## src/rtl/scmp_pkg.sv

```systemverilog
// Shared compare-mode encodings, flag bundle and helpers for the scmp_stream comparator.
package scmp_pkg;

  typedef enum logic [2:0] {
    CMP_GT = 3'd0,
    CMP_GE = 3'd1,
    CMP_LT = 3'd2,
    CMP_LE = 3'd3,
    CMP_EQ = 3'd4,
    CMP_NE = 3'd5
  } cmp_mode_e;

  typedef struct packed {
    logic lt;
    logic eq;
    logic gt;
  } cmp_flags_t;

  // One guard bit is enough to hold any signed or unsigned difference exactly.
  function automatic int ext_w(input int width);
    return width + 1;
  endfunction

  function automatic logic cmp_select(input logic [2:0] mode, input cmp_flags_t f);
    logic r;
    case (mode)
      CMP_GT:  r = f.gt;
      CMP_GE:  r = f.gt | f.eq;
      CMP_LT:  r = f.lt;
      CMP_LE:  r = f.lt | f.eq;
      CMP_EQ:  r = f.eq;
      CMP_NE:  r = ~f.eq;
      default: r = 1'b0;
    endcase
    return r;
  endfunction

endpackage

```

## src/rtl/scmp_core.sv

```systemverilog
// Extend-and-subtract comparator: a - b in WIDTH+1 bits, plus the LT/EQ/GT flags of that difference.
module scmp_core
  import scmp_pkg::*;
#(
  parameter int WIDTH = 8
) (
  input  logic [WIDTH-1:0]        a_i,
  input  logic [WIDTH-1:0]        b_i,
  input  logic                    signed_i,
  output logic [ext_w(WIDTH)-1:0] diff_o,
  output cmp_flags_t              flags_o
);

  localparam int EW = ext_w(WIDTH);

  logic [EW-1:0] a_x;
  logic [EW-1:0] b_x;

  assign a_x = {signed_i & a_i[WIDTH-1], a_i};
  assign b_x = {signed_i & b_i[WIDTH-1], b_i};

  assign diff_o     = a_x - b_x;
  assign flags_o.lt = diff_o[EW-1];
  assign flags_o.eq = (diff_o == '0);
  assign flags_o.gt = ~diff_o[EW-1] & (diff_o != '0);

endmodule

```

## src/rtl/scmp_stream.sv

```systemverilog
// Two-stage valid/ready stream comparator with a per-packet running max/min of I0 and its beat index.
module scmp_stream
  import scmp_pkg::*;
#(
  parameter int WIDTH = 8,
  parameter int IDX_W = 8
) (
  input  logic             CLK,
  input  logic             RESETN,
  input  logic             IN_VALID,
  output logic             IN_READY,
  input  logic [WIDTH-1:0] I0,
  input  logic [WIDTH-1:0] I1,
  input  logic [2:0]       MODE,
  input  logic             SIGNED,
  input  logic             MAXSEL,
  input  logic             IN_LAST,
  output logic             OUT_VALID,
  input  logic             OUT_READY,
  output logic             O,
  output logic [WIDTH-1:0] EXT,
  output logic [IDX_W-1:0] EXT_IDX,
  output logic             OUT_LAST
);

  localparam int EW = ext_w(WIDTH);
  localparam logic [IDX_W-1:0] CNT_MAX = '1;

  logic             s1_v_q, s1_v_d;
  logic [EW-1:0]    d_q, d_d;
  logic [WIDTH-1:0] i0_q, i0_d;
  logic [2:0]       mode_q, mode_d;
  logic             sgn_q, sgn_d;
  logic             maxsel_q, maxsel_d;
  logic             last_q, last_d;

  logic             s2_v_q, s2_v_d;
  logic             o_q, o_d;
  logic [WIDTH-1:0] ext_q, ext_d;
  logic [IDX_W-1:0] idx_q, idx_d;
  logic             olast_q, olast_d;
  logic [IDX_W-1:0] cnt_q, cnt_d;
  logic             first_q, first_d;

  logic             s1_adv, s2_adv, s2_load;
  logic [EW-1:0]    s1_diff;
  cmp_flags_t       s1_flags_unused;
  logic [EW-1:0]    s2_diff_unused;
  cmp_flags_t       best_flags;
  cmp_flags_t       res_flags;

  scmp_core #(.WIDTH(WIDTH)) u_cmp_in (
    .a_i      (I0),
    .b_i      (I1),
    .signed_i (SIGNED),
    .diff_o   (s1_diff),
    .flags_o  (s1_flags_unused)
  );

  // ext_q doubles as the stored packet best, so the beat compares against it directly.
  scmp_core #(.WIDTH(WIDTH)) u_cmp_best (
    .a_i      (i0_q),
    .b_i      (ext_q),
    .signed_i (sgn_q),
    .diff_o   (s2_diff_unused),
    .flags_o  (best_flags)
  );

  assign s2_adv   = ~s2_v_q | OUT_READY;
  assign s1_adv   = ~s1_v_q | s2_adv;
  assign s2_load  = s1_v_q & s2_adv;
  assign IN_READY = RESETN & s1_adv;

  assign res_flags.lt = d_q[EW-1];
  assign res_flags.eq = (d_q == '0);
  assign res_flags.gt = ~d_q[EW-1] & (d_q != '0);

  always_comb begin
    s1_v_d   = s1_v_q;
    d_d      = d_q;
    i0_d     = i0_q;
    mode_d   = mode_q;
    sgn_d    = sgn_q;
    maxsel_d = maxsel_q;
    last_d   = last_q;
    s2_v_d   = s2_v_q;
    o_d      = o_q;
    ext_d    = ext_q;
    idx_d    = idx_q;
    olast_d  = olast_q;
    cnt_d    = cnt_q;
    first_d  = first_q;

    if (s1_adv) begin
      s1_v_d = IN_VALID;
      if (IN_VALID) begin
        d_d      = s1_diff;
        i0_d     = I0;
        mode_d   = MODE;
        sgn_d    = SIGNED;
        maxsel_d = MAXSEL;
        last_d   = IN_LAST;
      end
    end

    if (s2_adv) begin
      s2_v_d = s1_v_q;
    end

    if (s2_load) begin
      o_d     = cmp_select(mode_q, res_flags);
      olast_d = last_q;
      if (first_q) begin
        ext_d   = i0_q;
        idx_d   = '0;
        cnt_d   = IDX_W'(1);
        first_d = 1'b0;
      end else begin
        // Strict compare: ties keep the earliest index.
        if (maxsel_q ? best_flags.gt : best_flags.lt) begin
          ext_d = i0_q;
          idx_d = cnt_q;
        end
        if (cnt_q != CNT_MAX) begin
          cnt_d = cnt_q + IDX_W'(1);
        end
      end
      if (last_q) begin
        first_d = 1'b1;
        cnt_d   = '0;
      end
    end
  end

  always_ff @(posedge CLK) begin
    if (!RESETN) begin
      s1_v_q   <= 1'b0;
      d_q      <= '0;
      i0_q     <= '0;
      mode_q   <= '0;
      sgn_q    <= 1'b0;
      maxsel_q <= 1'b0;
      last_q   <= 1'b0;
      s2_v_q   <= 1'b0;
      o_q      <= 1'b0;
      ext_q    <= '0;
      idx_q    <= '0;
      olast_q  <= 1'b0;
      cnt_q    <= '0;
      first_q  <= 1'b1;
    end else begin
      s1_v_q   <= s1_v_d;
      d_q      <= d_d;
      i0_q     <= i0_d;
      mode_q   <= mode_d;
      sgn_q    <= sgn_d;
      maxsel_q <= maxsel_d;
      last_q   <= last_d;
      s2_v_q   <= s2_v_d;
      o_q      <= o_d;
      ext_q    <= ext_d;
      idx_q    <= idx_d;
      olast_q  <= olast_d;
      cnt_q    <= cnt_d;
      first_q  <= first_d;
    end
  end

  assign OUT_VALID = s2_v_q;
  assign O         = o_q;
  assign EXT       = ext_q;
  assign EXT_IDX   = idx_q;
  assign OUT_LAST  = olast_q;

endmodule

```

## config.mk

```make
export PLATFORM = sky130hd
export DESIGN_NAME = scmp_stream
export DESIGN_NICKNAME = d
export VERILOG_FILES = /design/src/rtl/scmp_pkg.sv /design/src/rtl/scmp_core.sv /design/src/rtl/scmp_stream.sv
export SDC_FILE = /design/constraint.sdc
export NUM_CORES = 1
export LEC_CHECK = 0
export ABC_AREA = 1
export CORE_ASPECT_RATIO = 0.5
export CORE_MARGIN = 2
export CORE_UTILIZATION = 40
export DETAILED_ROUTE_END_ITERATION = 12
export SETUP_SLACK_MARGIN = 0.2
export SLEW_MARGIN = 25
export SYNTH_ARGS = -nofsm -noshare
export SYNTH_HDL_FRONTEND = slang
export SYNTH_SLANG_ARGS = --single-unit
```

## constraint.sdc

```tcl
create_clock -name CLK -period 2.5 [get_ports CLK]
set_clock_uncertainty 0.2 [all_clocks]
set_input_delay 0.375 -clock CLK [delete_from_list [all_inputs] [get_ports CLK]]
set_output_delay 0.375 -clock CLK [all_outputs]
set_load 0.005 [all_outputs]
```

# Yosys cells after proc, flatten, opt, wreduce, memory -nomap -nowiden
# Cells that the tools add are included.
word_totals:
  regBits: 52
  latchBits: 0
  ramBits: 0
  romBits: 0
  in_bits: 26
  out_inout_bits: 20
  elab_cells: 59
  memories: 0
op_classes:
  n_addsub: 3
  n_mul: 0
  div_mod_pow: 0
  order_cmp: 0
  eq_ne: 6
  shifts: 0
  mux: 10
  bitwise: 17
  n_reduce_logical: 9
ops:
  columns: ["cell", "n"]
  rows:
  - ["$mux W8", 7]
  - ["$reduce_bool A9 Y1", 2]
  - ["$sub A9 B9 Y9", 2]
  - ["$logic_not A9 Y1", 1]
  - ["$add A8 B1 Y8 const B", 1]
  - ["$and A1 B1 Y1", 8]
  - ["$ne A8 B8 Y1 const B", 1]
  - ["$eq A3 B2 Y1 const B", 2]
  - ["$eq A3 B3 Y1 const B", 2]
  - ["$pmux W1 S6", 1]
  - ["$reduce_and A2 Y1", 3]
  - ["$not A1 Y1", 5]
  - ["$or A1 B1 Y1", 4]
  - ["$eq A3 B1 Y1 const B", 1]
  - ["$logic_not A3 Y1", 1]
  - ["$reduce_bool A3 Y1", 1]
  - ["$mux W1", 2]
  - ["$reduce_bool A2 Y1", 1]

# Depth between registers and ports, before layout
# Gate-level depths: netlist (run 1).
logic_depth:
  word_depth: 7
  mapped_depth: 17
  depth_no_buf: 17

# Cells and area by module
# A second synthesis (run 1) with hierarchy kept.
unflattened:
  hier_cells: 516
  hier_area_um2: 3373.2
modules_own_cells:
  columns: ["mod", "n_inst", "cells_each", "area_per_inst_um2", "seq_area_each_um2"]
  rows:
  - ["scmp_stream", 1, 276, 2089.5, 1041.0]
  - ["scmp_core (u_cmp_best)", 1, 120, 643.1, 0.0]
  - ["scmp_core (u_cmp_in)", 1, 120, 640.6, 0.0]

# Worst setup path before layout (run 1)
# Ideal clock, no wire load.
synth_path:
  path_type: "register to register"
  startpoint: "reg i0_q[0]"
  endpoint: "reg ext_q[4] (netlist: EXT[4])"
  setup_time_ns: 0.115
  t_arrival_ns: 1.863
  required_time_ns: 2.185
  path_slack_ns: 0.322
  path_stages_with_launch: 17
  path_buffers: 1
  period_less_slack_ns: 2.178
  path_cell_list: "dfxtp_1 -> inv_1 -> ha_1 -> fa_1 -> inv_1 -> nand2_2 -> nand3_2 -> nand2_2 -> nand3_1 -> nand2_1 -> nor2_1 -> nand2_1 -> nand2_2 -> buf_6 -> nand3_1 -> nand2_1 -> nor2_1"
synth_between:
  elab_chain_cells: 6
  word_cells_on_any_way: 7
  classes_between: "1 x add/sub; 1 x mux; 2 x bitwise; 3 x reduce/logical"
synth_lines:
  columns: ["item", "line_no", "text"]
  rows:
  - ["start: declaration", "scmp_stream.sv:31", "logic [WIDTH-1:0] i0_q, i0_d;"]
  - ["start signal: assignment", "scmp_stream.sv:154", "i0_q <= i0_d;"]
  - ["$sub A9 B9 Y9 *", "scmp_core.sv:22", "assign diff_o = a_x - b_x;"]
  - ["$reduce_bool A9 Y1 or $not A1 Y1 (tied branches)", "scmp_core.sv:25", "assign flags_o.gt = ~diff_o[EW-1] & (diff_o != '0);"]
  - ["$and A1 B1 Y1", "scmp_core.sv:25", null]
  - ["$mux W1 *", "scmp_stream.sv:120", "if (maxsel_q ? best_flags.gt : best_flags.lt) begin"]
  - ["$reduce_bool A2 Y1 (no line) *", null, null]
  - ["$reduce_and A2 Y1 (no line) *", null, null]
  - ["end signal: assignment", "scmp_stream.sv:161", "ext_q <= ext_d;"]
  - ["end: declaration", "scmp_stream.sv:39", "logic [WIDTH-1:0] ext_q, ext_d;"]
# Every way passes the cells marked *; elsewhere a longest branch is shown, timed or not.
# A chain may end at the register's enable or synchronous reset.

# Worst setup path in the final report (run 1)
layout_path:
  startpoint: "reg i0_q[0]"
  endpoint: "reg ext_q[2] (netlist: EXT[2])"
# Same word-level chain as after synthesis.

==> results by group, run 1 <==
Status
  – Outcome: finished, final reports clean

Power
  – Worst IR Drop VDD: 394.8 µV
  – Combinational share of power: 0.286
  – P_sw: approximately 680 µW
  – Sequential share of power: 0.405
  – Clock power share: 0.309
  – Sw Share: 0.2998
  – PwrDens: 564.3 mW/mm²
  – Pint: 1598 µW
  – Leak: 0.001834 µW

Cells and area
  – Fillers: 740
  – Area Overhead vs Synth: 32.28%
  – Final std cells w/o fill: 600
  – Layout cell share with drive strength beyond 1: 0.1310
  – Finished Cell Area: around 0.0040 mm²
  – Nets: around 550
  – Antenna cells: 0

Synthesis
  – Ranking of synthesized cells by area: dfxtp_1 (34%), inv_1 (9.3%), a21oi_1 (9.2%)
  – Register area share after synthesis: 0.3404
  – Syn nets: around 500
  – Syn. warnings: 0
  – #FFs+latches synth: 52
  – Leading area contributor after synthesis: dfxtp_1
  – Mapped Avg Cell Area: a little under 7 µm²
  – Synth top cells by count: inv_1 (76), nand2_1 (74), a21oi_1 (56)
  – Post-synth EDFFs: 0
  – Synth async-reset ratio: 0
  – Top-count cell post-synth: inv_1
  – Synth Flop Type: dfxtp_1
  – Yosys cell types: 30
  – Top-area cell type share of the netlist area: 0.3404
  – Post-synthesis cell area: 0.003058 mm²
  – Synth Instances: 444

Clock tree
  – CTS tree: done
  – Clock Tree Buf Depth: 2
  – Clock Latency Late Sink: approximately 0.29 ns
  – Hold buffers post-CTS: 0
  – Num Clock Sinks: 52
  – H-tree depth: 2
  – CTS clk-pin slew, worst paths: around 0.070 ns
  – Number of buffers created by CTS: 5
  – CTS Root Cell: clkbuf_16

Timing
  – Final period util: 0.9583
  – RSZ-0062 raised after global routing: yes
  – Max-slew violation count: 0
  – Worst rel slew slack: 0.6047
  – Maximum clock frequency: about 420 MHz
  – Final hold viol count: 0
  – Final WS setup: 0.1043 ns
  – Final Setup Violations: 0
  – Minimum clock period: between 2 and 2.5 ns
  – Worst Tran Pin Value: 0.5867 ns

Min path
  – Hold WC Path Type: input port to register
  – Hold Path End: d_q[0]
  – Min-delay src: I1[0]
  – Hold path depth: 3

Setup path
  – FF-to-FF path depth: 14
  – Max FO, Critical Path: 7
  – CP Cell Sequence: inv_2 -> ha_4 -> fa_2 -> nand2_1 -> nor2_1 -> nand3_1 -> nor2_1 -> nand3_1 -> nand2_2 -> nand2_8 -> buf_16 -> nand3_2 -> nand2_1 -> nor2_1
  – Slowest stage cell, crit path: fa_2
  – Arrival @ worst endpoint: about 2.4 ns
  – Kind of critical path: register to register
  – Setup crit start kind: register
  – Critical Path RT: around 2.5 ns
  – Flop2flop setup slack: 0.10 ns
  – Slowest stage delay, CP: around 0.51 ns
  – FF-to-FF End: EXT[2]
  – R2r startpoint: i0_q[0]
  – Most used cell, CP: nor2_1
  – Worst Setup End Kind: register

Floorplanning
  – Die ar.: between 0.008 and 0.009 mm²
  – Die Width: around 130 µm
  – Core ar.: around 0.0074 mm²
  – Starting Density: 0.4145
  – Ports: 46
  – Die Ht: ~66 µm
  – Core Rows: 22

Global routing
  – Initial antenna violation count: 0
  – Total gr overflow: 0
  – Tot GR Track Use: 0.1809
  – Largest net degree at the start of global routing: 39
  – Vias in the first global route: ~2600
  – First-pass GRT wire length: 11960 µm

Placed design
  – DP Worst Slack: -0.1790 ns
  – Placed insts: roughly 600
  – Port bufs: 45
  – Post-placement cell area: roughly 0.0037 mm²
  – RD Place Congestion: around 0.82
  – Dpl hpwl: about 5500 µm

Detailed routing
  – Drt drc: 0
  – 1st-pass router iterations: 4
  – Final wirelength: 7241 µm
  – Via count: around 2900
  – Number of DRC markers in iteration 0: around 130
  – Vias per cell: 4.778
  – Final ANT Viol Nets: 0
  – Avg WL per Cell: about 12 µm

Run
  – Max-cap violation count: 0
==> per-stage QoR <==
stage / util / hold WS, ns / setup TNS, ns / total power (µW)
floorplan: - / 0.2301 / 0 / 1325
global placement: 0.4980 / 0.2639 / -0.1812 / 1517
detailed placement: 0.4980 / 0.2683 / -0.3617 / 1521
CTS: 0.5349 / 0.2788 / 0 / 2265
global route: 0.5483 / 0.2651 / -0.02064 / 2428
finish: 0.5483 / 0.2435 / 0 / 2283
==> power by group through the flow <==
stage / sequential (µW) / combinational, µW / clock (µW)
floorplan: 934 / 391 / 0
global placement: 938 / 579 / 0
detailed placement: 939 / 583 / 0
CTS: 923 / 620 / 722
global route: 931 / 743 / 755
finish: 925 / 653 / 705
==> layout make-up <==
class | instances | area, µm² | area share
Clock inverter | 2 | 15.01 | 0.003712
Clock buffer | 6 | 138.9 | 0.03433
Timing Repair Buffer | 66 | 665.6 | 0.1646
Sequential cell | 52 | 1044 | 0.2580
Tap cell | 96 | 120.1 | 0.02969
Inverter | 77 | 289.0 | 0.07145
Multi-Input combinational cell | 301 | 1773 | 0.4383
==> cell usage in the layout, fill, tap and decap left out, types with 2 or more instances in the layout <==
| master | count |
|---|---|
| nor2_2 | 2 |
| nand4_1 | 7 |
| clkinvlp_4 | 2 |
| clkdlybuf4s50_1 | 43 |
| buf_6 | 2 |
| nor2_1 | 49 |
| xnor2_1 | 3 |
| nand2_2 | 6 |
| buf_4 | 16 |
| nand3_2 | 4 |
| dfxtp_1 | 50 |
| ha_4 | 6 |
| o21ai_0 | 30 |
| o211ai_1 | 3 |
| nand3b_1 | 2 |
| nand2_1 | 70 |
| o21ai_1 | 2 |
| clkbuf_16 | 5 |
| a21oi_1 | 50 |
| buf_12 | 2 |
| dlymetal6s2s_1 | 2 |
| nor4_1 | 2 |
| ha_1 | 10 |
| fa_2 | 2 |
| nand3_1 | 22 |
| dfxtp_2 | 2 |
| inv_2 | 2 |
| nor3_1 | 4 |
| xor2_1 | 7 |
| inv_1 | 75 |
| a21oi_2 | 8 |
| nor3b_1 | 2 |
==> worst max path at each step <==
| stage | start | to | slack [ns] | cells after the start |
|---|---|---|---|---|
| 2_1_floorplan | i0_q[0] | EXT[4] | 0.32 | 16 |
| 6_report | i0_q[0] | EXT[2] | 0.10 | 14 |
| 3_3_place_gp | I0[0] | d_q[6] | -0.11 | 12 |
| 4_1_cts | i0_q[0] | EXT[7] | 0.14 | 14 |
| 3_5_place_dp | I0[0] | d_q[6] | -0.18 | 12 |
| 5_1_grt | i0_q[0] | EXT[2] | -0.02 | 14 |
==> registers in the layout, indices dropped and copies added (netlist names) <==
signal,flops
d_q,9
EXT,8
EXT_IDX,8
cnt_q,8
i0_q,8
mode_q,3
O,1
OUT_LAST,1
OUT_VALID,1
first_q,1
last_q,1
maxsel_q,1
s1_v_q,1
sgn_q,1
==> routing by layer <==
layer  up-vias  global-route usage  wire (µm)
li1       1541                   -          -
met3         6             0.03479        250
met2        40              0.2747       2947
met1      1280              0.2655       3977
met5         -                   0          0
met4         0             0.04121         65
==> worst max-delay path: cells and delay by family (launching register included) <==
kind / cells / cell delay [ns]
fa+ha+maj: 2 / 0.66
buf+inv: 2 / 0.19
flops: 1 / 0.32
simple gates: 10 / 0.94
==> cells by family after synthesis <==
family                     Yosys count  synth area share
AOI/OAI and AO/OA                   98            0.1690
xor gates and xnor gates            10           0.02864
adders and majority gates           19           0.08265
buffers and inverters               91            0.1322
DFF                                 52            0.3404
and+or+nand+nor                    174            0.2471
==> timing repair <==
action / CTS / global route
resized for setup: 21 / 20
gates cloned: 1 / 0
setup endpoints to repair: 18 / 20
setup buffers: 0 / 2
pin swaps: 15 / 18
(Power assumes the default switching activity.)
==> run 2: changes to the inputs <==
--- a/config.mk
+++ b/config.mk
@@ -10,6 +10,7 @@
 export CORE_MARGIN = 2
 export CORE_UTILIZATION = 40
 export DETAILED_ROUTE_END_ITERATION = 12
+export HOLD_SLACK_MARGIN = 0.05
 export SETUP_SLACK_MARGIN = 0.2
 export SLEW_MARGIN = 25
 export SYNTH_ARGS = -nofsm -noshare
==> results of run 2 <==
No change in the layout: final DEF, timing and power equal those of run 1.
==> run 3: changes to the inputs <==
==> constraint.sdc (replaced) <==
create_clock -name CLK -period 2.15 [get_ports CLK]
set_clock_uncertainty 0.2 [all_clocks]
set_input_delay 0.3225 -clock CLK [delete_from_list [all_inputs] [get_ports CLK]]
set_output_delay 0.3225 -clock CLK [all_outputs]
set_load 0.005 [all_outputs]
==> run 3 against run 2 <==
  * The run now ends with negative setup slack left
  * Power is 18% higher
  * Cell count up 4.8%
  * Critical path depth fell by 1
  * Global-route usage increased by 0.40 points
  * Sequential share of layout area is 1.5 points lower
  * Critical path type unchanged
  * Highest routed layer unchanged
==> results by group, run 3 (synthesis gave the netlist of run 1 again) <==
Timing
  – Final WS setup: -0.1658 ns (-0.2701 ns)
  – RSZ-0062 raised after global routing: yes
  – Final hold viol count: 0 (unchanged)
  – Worst Tran Pin Value: 0.3989 ns (-0.1878 ns)
  – Maximum clock frequency: 431.8 MHz (+3.5%)
  – Minimum clock period: 2.316 ns (-0.07992 ns)
  – Final period util: 1.077 (+0.1188)
  – Worst rel slew slack: 0.7334 (+0.1287)
  – Final Setup Violations: 16 (+16)
  – Max-slew violation count: 0 (unchanged)

Power
  – Tot Pwr: 2704 µW (+18%)
  – PwrDens: 630.0 mW/mm² (+12%)
  – Leak: 0.002004 µW (+9.3%)
  – Worst IR Drop VDD: 317.4 µV (-20%)

Placed design
  – Port bufs: 45 (unchanged)
  – Placed insts: 618 (+4.9%)
  – RD Place Congestion: 0.8862 (+8.4%)
  – Dpl hpwl: 5813 µm (+6.2%)

Cells and area
  – Final std cells w/o fill: 629 (+4.8%)
  – Most frequent cells in the layout: inv_1 (71), nand2_1 (71), dfxtp_1 (50), nor2_1 (50), buf_4 (46)
  – Area Overhead vs Synth: 40.38%
  – Nets: 577 (+5.3%)
  – Antenna cells: 0 (unchanged)
  – Layout cell share with drive strength beyond 1: 0.2139 (+0.08293)
  – Max reg flops: 9 (unchanged)
  – Top reg by flops: d_q

Setup path
  – Critical Path RT: 2.13 ns (-0.39 ns)
  – Buf+Inv Stages, Crit Path: 2 (unchanged)
  – Slowest stage delay, CP: 0.51 ns (about the same)
  – Setup crit start kind: register
  – CP top delay family: simple AND/OR/NAND/NOR gates
  – Worst Setup End Kind: register
  – Slowest stage cell, crit path: fa_2
  – Arrival @ worst endpoint: 2.30 ns (-0.12 ns)
  – Max FO, Critical Path: 7 (unchanged)
  – CP Cell Sequence: inv_2 -> ha_4 -> fa_2 -> nand2_1 -> nor2_1 -> nand3_1 -> nor2_1 -> nand3_1 -> nand2_2 -> nand2_4 -> buf_6 -> a21oi_2 -> nor2_1
  – Kind of critical path: register to register
  – Most used cell, CP: nor2_1
  – Flop2flop setup slack: -0.17 ns (-0.27 ns)

Clock tree
  – Clock Tree Buf Depth: 2 (unchanged)
  – CTS tree: done
  – Number of buffers created by CTS: 5 (unchanged)
  – Num Clock Sinks: 52 (unchanged)
  – CTS Root Cell: clkbuf_16
  – CTS clk-pin slew, worst paths: 0.07 ns (about the same)
  – Clock Latency Late Sink: 0.29 ns (about the same)
  – H-tree depth: 2 (unchanged)
  – Hold buffers post-CTS: 0 (unchanged)

Floorplanning
  – Ports: 46 (unchanged)
  – Starting Density: 0.4145 (unchanged)
  – Core ar.: 0.007377 mm² (unchanged)
  – Die Width: 127.7 µm (unchanged)
  – Die ar.: 0.008403 mm² (unchanged)
  – Die Ht: 65.83 µm (unchanged)
  – Core Rows: 22 (unchanged)

Global routing
  – M3 GR Usage: 0.03398 (-0.0008091)
  – Tot GR Track Use: 0.1849 (+0.004009)
  – First-pass GRT wire length: 12310 µm (+2.9%)
  – Busiest grt layer: met2
  – Total gr overflow: 0 (unchanged)
  – Initial antenna violation count: 0 (unchanged)
  – Vias in the first global route: 2692 (+4.5%)
  – Largest net degree at the start of global routing: 39 (unchanged)
  – Met1 usage: 0.2654 (about the same)
  – GR Util met2: 0.2854 (+0.01070)

Detailed routing
  – Avg WL per Cell: 11.94 µm (-1.1%)
  – Via count: 2981 (+4.0%)
  – Drt drc: 0 (unchanged)
  – Vias per cell: 4.739 (-0.82%)
  – Number of DRC markers in iteration 0: 192 (+45%)
  – 1st-pass router iterations: 4 (unchanged)
  – Final ANT Viol Nets: 0 (unchanged)
  – Final wirelength: 7509 µm (+3.7%)

Min path
  – Hold WC Path Type: register to register

Status
  – Outcome: finished with violations
  – Violated checks: negative setup slack

Run
  – Max-cap violation count: 0 (unchanged)
==> run 3: cell count changes in the layout (fill, tap and decap cells not counted), sizes merged <==
| cell | previous run | this run |
|---|---|---|
| buf | 21 | 50 |
| clkdlybuf4s50 | 43 | 36 |
| dlymetal6s2s | 2 | 4 |
| dlygate4sd2 | 0 | 5 |
==> run 3: worst paths after layout <==
check / cells past startpoint / from / to
worst min-delay path: 2 / OUT_LAST / OUT_LAST
worst max register to register: 13 / i0_q[0] / EXT[4]
worst min register to register: 2 / OUT_LAST / OUT_LAST
worst max-delay path: 13 / i0_q[0] / EXT[4]
==> run 3: stage by stage <==
step | worst slack, ns | utilization | hold slack [ns] | cell area, µm² | setup TNS [ns]
after floorplan | 0.01042 | - | 0.2301 | 3120 | 0
after detailed placement | -0.4397 | 0.5360 | 0.2571 | 3954 | -4.856
after CTS | -0.1793 | 0.5653 | 0.2667 | 4170 | -2.478
final | -0.1658 | 0.5819 | 0.2642 | 4293 | -2.307
after global placement | -0.3671 | 0.5360 | 0.2554 | 3954 | -3.894
after global routing | -0.2985 | 0.5819 | 0.2783 | 4293 | -4.342
==> run 3: metal layers <==
| metal | vias up | wire length [µm] |
|---|---|---|
| met1 | 1341 | 4016 |
| li1 | 1604 | - |
| met2 | 29 | 3245 |
| met5 | - | 0 |
| met4 | 0 | 74 |
| met3 | 7 | 173 |
==> run 3: layout make-up <==
cell class	count	area, µm²
Inverter	77	289.0
Tap cell	96	120.1
Timing Repair Buffer	95	862.1
Sequential cell	52	1044
Multi-Input combinational cell	301	1824
Clock buffer	6	138.9
Fill cell	730	3084
Clock inverter	2	15.01
==> run 3: what timing repair did <==
| item | CTS | global route |
|---|---|---|
| resized for setup | 18 | 31 |
| endpoints found under the setup margin | 23 | 21 |
| pin swaps | 19 | 20 |
| setup buffers | 2 | 1 |
==> run 3: power breakdown <==
group / internal, µW / switching [µW] / total [µW]
registers: 1030 / 38.4 / 1070
clock network: 463 / 351 / 814
logic: 405 / 415 / 820
==> run 3: worst register-to-register path, delay by kind of cell (launching register included) <==
family	cells	cell delay [ns]
buffers and inverters	2	0.20
AO/OA/AOI/OAI	1	0.11
AND/OR/NAND/NOR	8	0.70
flip-flops	1	0.32
adder cells (fa/ha/maj)	2	0.66
==> patch 1, RTL diff (settings of run 1) <==
Make the reset (`RESETN`) asynchronous in one clocked block.
--- a/src/rtl/scmp_stream.sv
+++ b/src/rtl/scmp_stream.sv
@@ -133,5 +133,5 @@
   end
 
-  always_ff @(posedge CLK) begin
+  always_ff @(posedge CLK or negedge RESETN) begin
     if (!RESETN) begin
       s1_v_q   <= 1'b0;
Formal check against the unedited RTL: differs if RESETN is asserted again (counterexample within 4 cycles, from zero or initial values and one cycle with RESETN low); with RESETN held inactive, the same outputs for 10 cycles.
==> patch 1 against run 1 <==
  * Count of clock-buffer cells in the layout unchanged
  * Synthesized area increased by 4.0%
  * Final cell count decreased by 0.17%
  * Setup slack improved by 0.0060 ns
  * Critical endpoint is now EXT_IDX[5]$_DFFE_PN0P_
  * First-iteration DRC count increased by 45%
  * Wire length decreased by 3.4%
  * Utilization up 0.24 points
  * Critical path type unchanged
  * Synthesized cell count is 2.9% lower
  * Design area grew 2.3%
  * Sequential cell count did not move
Power is not compared: it rests on default switching activity, and its combinational part moved more than twofold at a synthesized area within 25%.
==> patch 1: results (changes against run 1) <==
wl_per_cell_microns: 11.7  # -3.2%
grt_pass1_vias: 2604  # +1.1%
num-fill-cells: 720  # -2.7%
preCtsSetupSlack_ns: -0.105  # +0.0738 ns
synth.distinct_cells: 28  # -6.7%
nets: 535  # -2.4%
drive_gt1_share_pct: 13.8  # +0.75 points
dp.cells: 587  # -0.34%
clock_path_buffers: 2  # unchanged
status: "completed"
slew_headroom_pct: 55.9  # -4.5 points
grt_usage_pct: 18.0  # -0.13 points
p_leak_nw: 2.05
largest_reg_flops: 9  # unchanged
yosysWarnings: 0  # unchanged
gp_congestion: 0.855  # +4.5%
grt_max_degree: 53  # +36%
ys_seq_area_share_pct: 41.0  # +6.9 points
drt_iter0_markers: 192  # +45%
num_vias: 2804  # -2.2%
ys_top_cells_by_area: "dfrtp_1 (40%), nand2_1 (16%), inv_1 (7.2%), ha_1 (6.7%), nand3_1 (5.0%)"
path_max_fanout: 8  # +1
avgSynthCellArea_sq_um: 7.38  # +7.1%
synth_common_cells: "nand2_1 (133), inv_1 (61), dfrtp_1 (51)"
top_register: "d_q"
grt_pass1_wl_microns: 12000  # +0.23%
syn_nets: 476  # -2.7%
hold_class: "primary input to asynchronous set/reset pin"
dp_hpwl_microns: 5050  # -7.7%
ys_async_sr_fraction_pct: 100  # +100 points
viasPerCell: 4.68  # -2.0%
patch 1: cell count changes in the layout (fill, tap and decap cells not counted), moves of 16 or more:
cell / before / now
inv_1: 75 / 59
dfrtp_1: 0 / 51
nor2_1: 49 / 30
dfxtp_1: 50 / 0
nand2_1: 70 / 129
a21oi_1: 50 / 15
patch 1: power by group:
part | internal, mW | switching (mW) | total, mW
registers | 1.03 | 0.172 | 1.20
logic | 0.823 | 0.967 | 1.79
clock network | 0.399 | 0.316 | 0.715
patch 1: critical path: stages (launching register included):
cell     delay [ns]
dfrtp_1        0.41
ha_4           0.17
fa_1           0.48
nand2_1        0.05
nor2_1         0.10
nand2_1        0.06
nor2_1         0.08
nand2_1        0.06
nor2_1         0.08
nand2_1        0.07
nand2_2        0.11
nand2_8        0.10
buf_12         0.14
nand2_8        0.11
nand2_2        0.05
nand2_1        0.05
patch 1: what timing repair did:
item	4_1_cts	5_1_grt
resized for setup	5	24
pin swaps	1	9
cloned	0	1
setup buffers	2	1
endpoints found under the setup margin	16	18
patch 1: layout make-up:
class,count,area [sq um],share of cell area (%)
repair buffers,60,594,14.4
multi-input cells,308,1720,41.5
flip-flops and latches,52,1300,31.5
clock inverters,2,15.0,0.363
well taps,108,135,3.26
inverters,63,236,5.71
clock buffers,6,139,3.36
patch 1: metrics by stage:
step	hold slack (ns)	area, sq um	TNS (ns)
global placement	0.264	3800	-0.0977
global route	0.0835	4140	-0.0647
detailed placement	0.268	3800	-0.173
CTS	0.0546	4000	0
finish	0.0193	4140	0
floorplan	-0.121	3180	0
patch 1: kinds of logic (layout without fill, tap and decap cells):
logic type      after synthesis  in the layout  synth area share [%]
xor+xnor                      6              6                  1.65
buf+inv                      72            131                  9.13
flops                        52             52                  41.0
simple gates                231            232                  31.4
compound gates               51             51                  8.86
fa+ha+maj                    19             19                  7.95
patch 1: worst paths after layout:
check                           cells after the start  slack [ns]              startpoint                     end
worst max register to register                     15        0.11      EXT[0]$_DFFE_PN0P_  EXT_IDX[5]$_DFFE_PN0P_
worst max-delay path                               15        0.11      EXT[0]$_DFFE_PN0P_  EXT_IDX[5]$_DFFE_PN0P_
worst min-delay path                                2        0.02                  RESETN   mode_q[0]$_DFFE_PN0P_
worst min register to register                      2        0.28  EXT_IDX[4]$_DFFE_PN0P_  EXT_IDX[4]$_DFFE_PN0P_
min in group CLK                                    2        0.28  EXT_IDX[4]$_DFFE_PN0P_  EXT_IDX[4]$_DFFE_PN0P_
max in group asynchronous                           2        1.64                  RESETN  EXT_IDX[1]$_DFFE_PN0P_
patch 1: routing by layer:
layer,track usage (%),part of all wire (%)
met3,4.58,3.4
met1,24.4,53
met5,0,0
met4,6.05,1.6
met2,28.0,42
==> patch 2, RTL diff (config.mk and constraints of run 1) <==
Without the edit above. `IDX_W`: 8 -> 7.
--- a/src/rtl/scmp_stream.sv
+++ b/src/rtl/scmp_stream.sv
@@ -4,5 +4,5 @@
 #(
   parameter int WIDTH = 8,
-  parameter int IDX_W = 8
+  parameter int IDX_W = 7
 ) (
   input  logic             CLK,
Ports: changed (resized EXT_IDX); port bits go from 46 to 45. No check against the original RTL was run, so the function may have changed too.
==> patch 2 against run 1 <==
  * Critical path depth did not move
  * Clock power grew 6.1%
  * Die area fell by 2.8%
  * Sequential cell count shrank 2
  * Setup slack improved by 0.025 ns
  * Maximum frequency grew 1.0%
  * Power shrank 0.35%
  * Wire length down 8.3%
  * Count of clock-buffer cells in the layout is 1 higher
  * First-iteration DRC count increased by 9.8%
  * Synthesized area decreased by 2.9%
  * Non-clock buffer count fell by 5
  * Design area down 3.3%
  * Critical path type unchanged
  * Critical endpoint is now EXT[6]$_SDFFE_PN0P_
  * Highest routed layer unchanged
==> patch 2: results (changes against run 1) <==
cp_slowest_cell: "fa_2"
antenna_cells: 0  # unchanged
num-fill-cells: 728  # -1.6%
ys_async_sr_fraction_pct: 0  # unchanged
dp_hpwl_microns: 5080  # -7.2%
grt_usage_pct: 16.5  # -1.6 points
hold_buffers: 0  # unchanged
instances_no_fill: 577  # -3.8%
hold_path_end: "OUT_LAST$_SDFFE_PN0P_"
regToRegSetupSlack_ns: 0.13  # +0.02 ns
cts_buffers: 5  # unchanged
yosysWarnings: 0  # unchanged
portBuffers: 44  # -2.2%
antenna_found_initial: 0  # unchanged
gp_congestion: 0.835  # +2.1%
nets: 525  # -4.2%
drt_iter0_markers: 145  # +9.8%
path_max_fanout: 7  # unchanged
synth.distinct_cells: 27  # -10%
hold_depth: 2  # -1
viasPerCell: 4.61  # -3.4%
place_area_sq_um: 3570  # -2.9%
coreArea_sq_um: 7270  # -1.5%
synth_common_cells: "nand2_1 (80), inv_1 (70), dfxtp_1 (50)"
h-tree-depth: 2  # unchanged
hold_viol: 0  # unchanged
avgSynthCellArea_sq_um: 6.95  # +0.96%
clk_root_buffer_cell: "clkbuf_16"
r2r-end: "EXT[6]$_SDFFE_PN0P_"
ys_seq_area_share_pct: 33.7  # -0.33 points
ys_top_cells_by_area: "dfxtp_1 (34%), nand2_1 (10%), inv_1 (8.8%), a21oi_1 (7.8%), ha_1 (7.2%)"
grt_max_degree: 37  # -5.1%
worstHoldStart: "OUT_LAST$_SDFFE_PN0P_"
clk_latency_ns: 0.28
drive_gt1_share_pct: 15.6  # +2.5 points
largest_reg_flops: 9  # unchanged
hold_class: "register to register"
r2r-start: "i0_q[0]$_SDFFE_PN0P_"
syn_nets: 472  # -3.5%
wirelength_microns: 6640  # -8.3%
clock_path_buffers: 2  # unchanged
status: "completed"
grt_pass1_wl_microns: 10900  # -9.1%
crit_family: "simple AND/OR/NAND/NOR gates"
grt_pass1_vias: 2286  # -11%
slew_headroom_pct: 74.8  # +14 points
critPathArrivalTime_ns: 2.39  # -0.03 ns
dp.cells: 565  # -4.1%
p_leak_nw: 1.76  # -4.2%
vdd_drop_max_mv: 0.288  # -27%
hold_slack_ns: 0.276  # +0.0322 ns
top_register: "d_q"
r2r_cells: 14  # unchanged
clk_pin_slew_ns: 0.06
slowest_delay_ns: 0.53  # +0.02 ns
dominantRegCellSynth: "dfxtp_1"
dr.pass1.iters: 4  # unchanged
patch 2: cell types whose count changed in the layout (fill, tap and decap cells not counted), sizes merged, moves of 5 or more:
| cell | delta |
|---|---|
| nor2 | -13 |
| inv | -6 |
| buf | -5 |
| nand3 | +5 |
| nand2 | +6 |
patch 2: layer usage:
layer | up-vias | track usage [%] | share of wire, %
li1 | 1486 | - | -
met1 | 1138 | 25.4 | 56
met2 | 36 | 23.6 | 40
met3 | 2 | 2.97 | 3.8
met4 | 0 | 3.30 | 0.33
met5 | - | 0 | 0
patch 2: layout make-up:
type	count	area, sq um	area share [%]
clock buffer	7	133	3.39
clock inverter	1	30.0	0.768
sequential	50	1000	25.6
timing repair buffer	61	646	16.5
inverter	72	270	6.91
multi-input combinational	290	1710	43.7
tap	96	120	3.07
patch 2: repair_timing:
action / in CTS / in global routing
setup buffers: 1 / 1
endpoints found under the hold margin: 0 / 0
gates cloned: 1 / 1
pin swaps: 15 / 19
endpoints found under the setup margin: 16 / 18
gates resized for setup: 13 / 22
patch 2: logic make-up (layout without fill, tap and decap cells):
| family | count (synthesis) | in the layout | share of synthesized area, % |
|---|---|---|---|
| xor+xnor | 9 | 9 | 2.66 |
| compound gates | 97 | 97 | 18.9 |
| simple gates | 165 | 165 | 24.3 |
| flops | 50 | 50 | 33.7 |
| buf+inv | 87 | 141 | 11.9 |
| fa+ha+maj | 19 | 19 | 8.51 |
patch 2: where the power goes:
group / switching [mW] / total [mW] / leakage (nW) / internal (mW)
registers: 0.0376 / 0.891 / 0.413 / 0.854
logic: 0.334 / 0.635 / 1.27 / 0.301
clock network: 0.275 / 0.748 / 0.0781 / 0.473
patch 2: metrics by stage:
stage,setup WS [ns],setup TNS [ns]
after global routing,-0.0250,-0.145
after global placement,-0.0977,-0.133
after floorplan,0.282,0
final,0.129,0
after CTS,0.142,0
after detailed placement,-0.108,-0.161
patch 2: worst min-delay path, stage by stage, from the launching register on:
cell and delay, ns:
dfxtp_1 0.32, nand2_1 0.06, a21oi_1 0.05
patch 2: worst max path at each step:
stage | start | endpoint
3_5_place_dp | I0[0] | d_q[6]$_SDFFE_PN0P_
5_1_grt | i0_q[0]$_SDFFE_PN0P_ | EXT[5]$_SDFFE_PN0P_
6_report | i0_q[0]$_SDFFE_PN0P_ | EXT[6]$_SDFFE_PN0P_
2_1_floorplan | EXT[0]$_SDFFE_PN0P_ | EXT_IDX[5]$_SDFFE_PN0P_
4_1_cts | i0_q[0]$_SDFFE_PN0P_ | EXT[0]$_SDFFE_PN0P_
3_3_place_gp | I0[0] | d_q[6]$_SDFFE_PN0P_
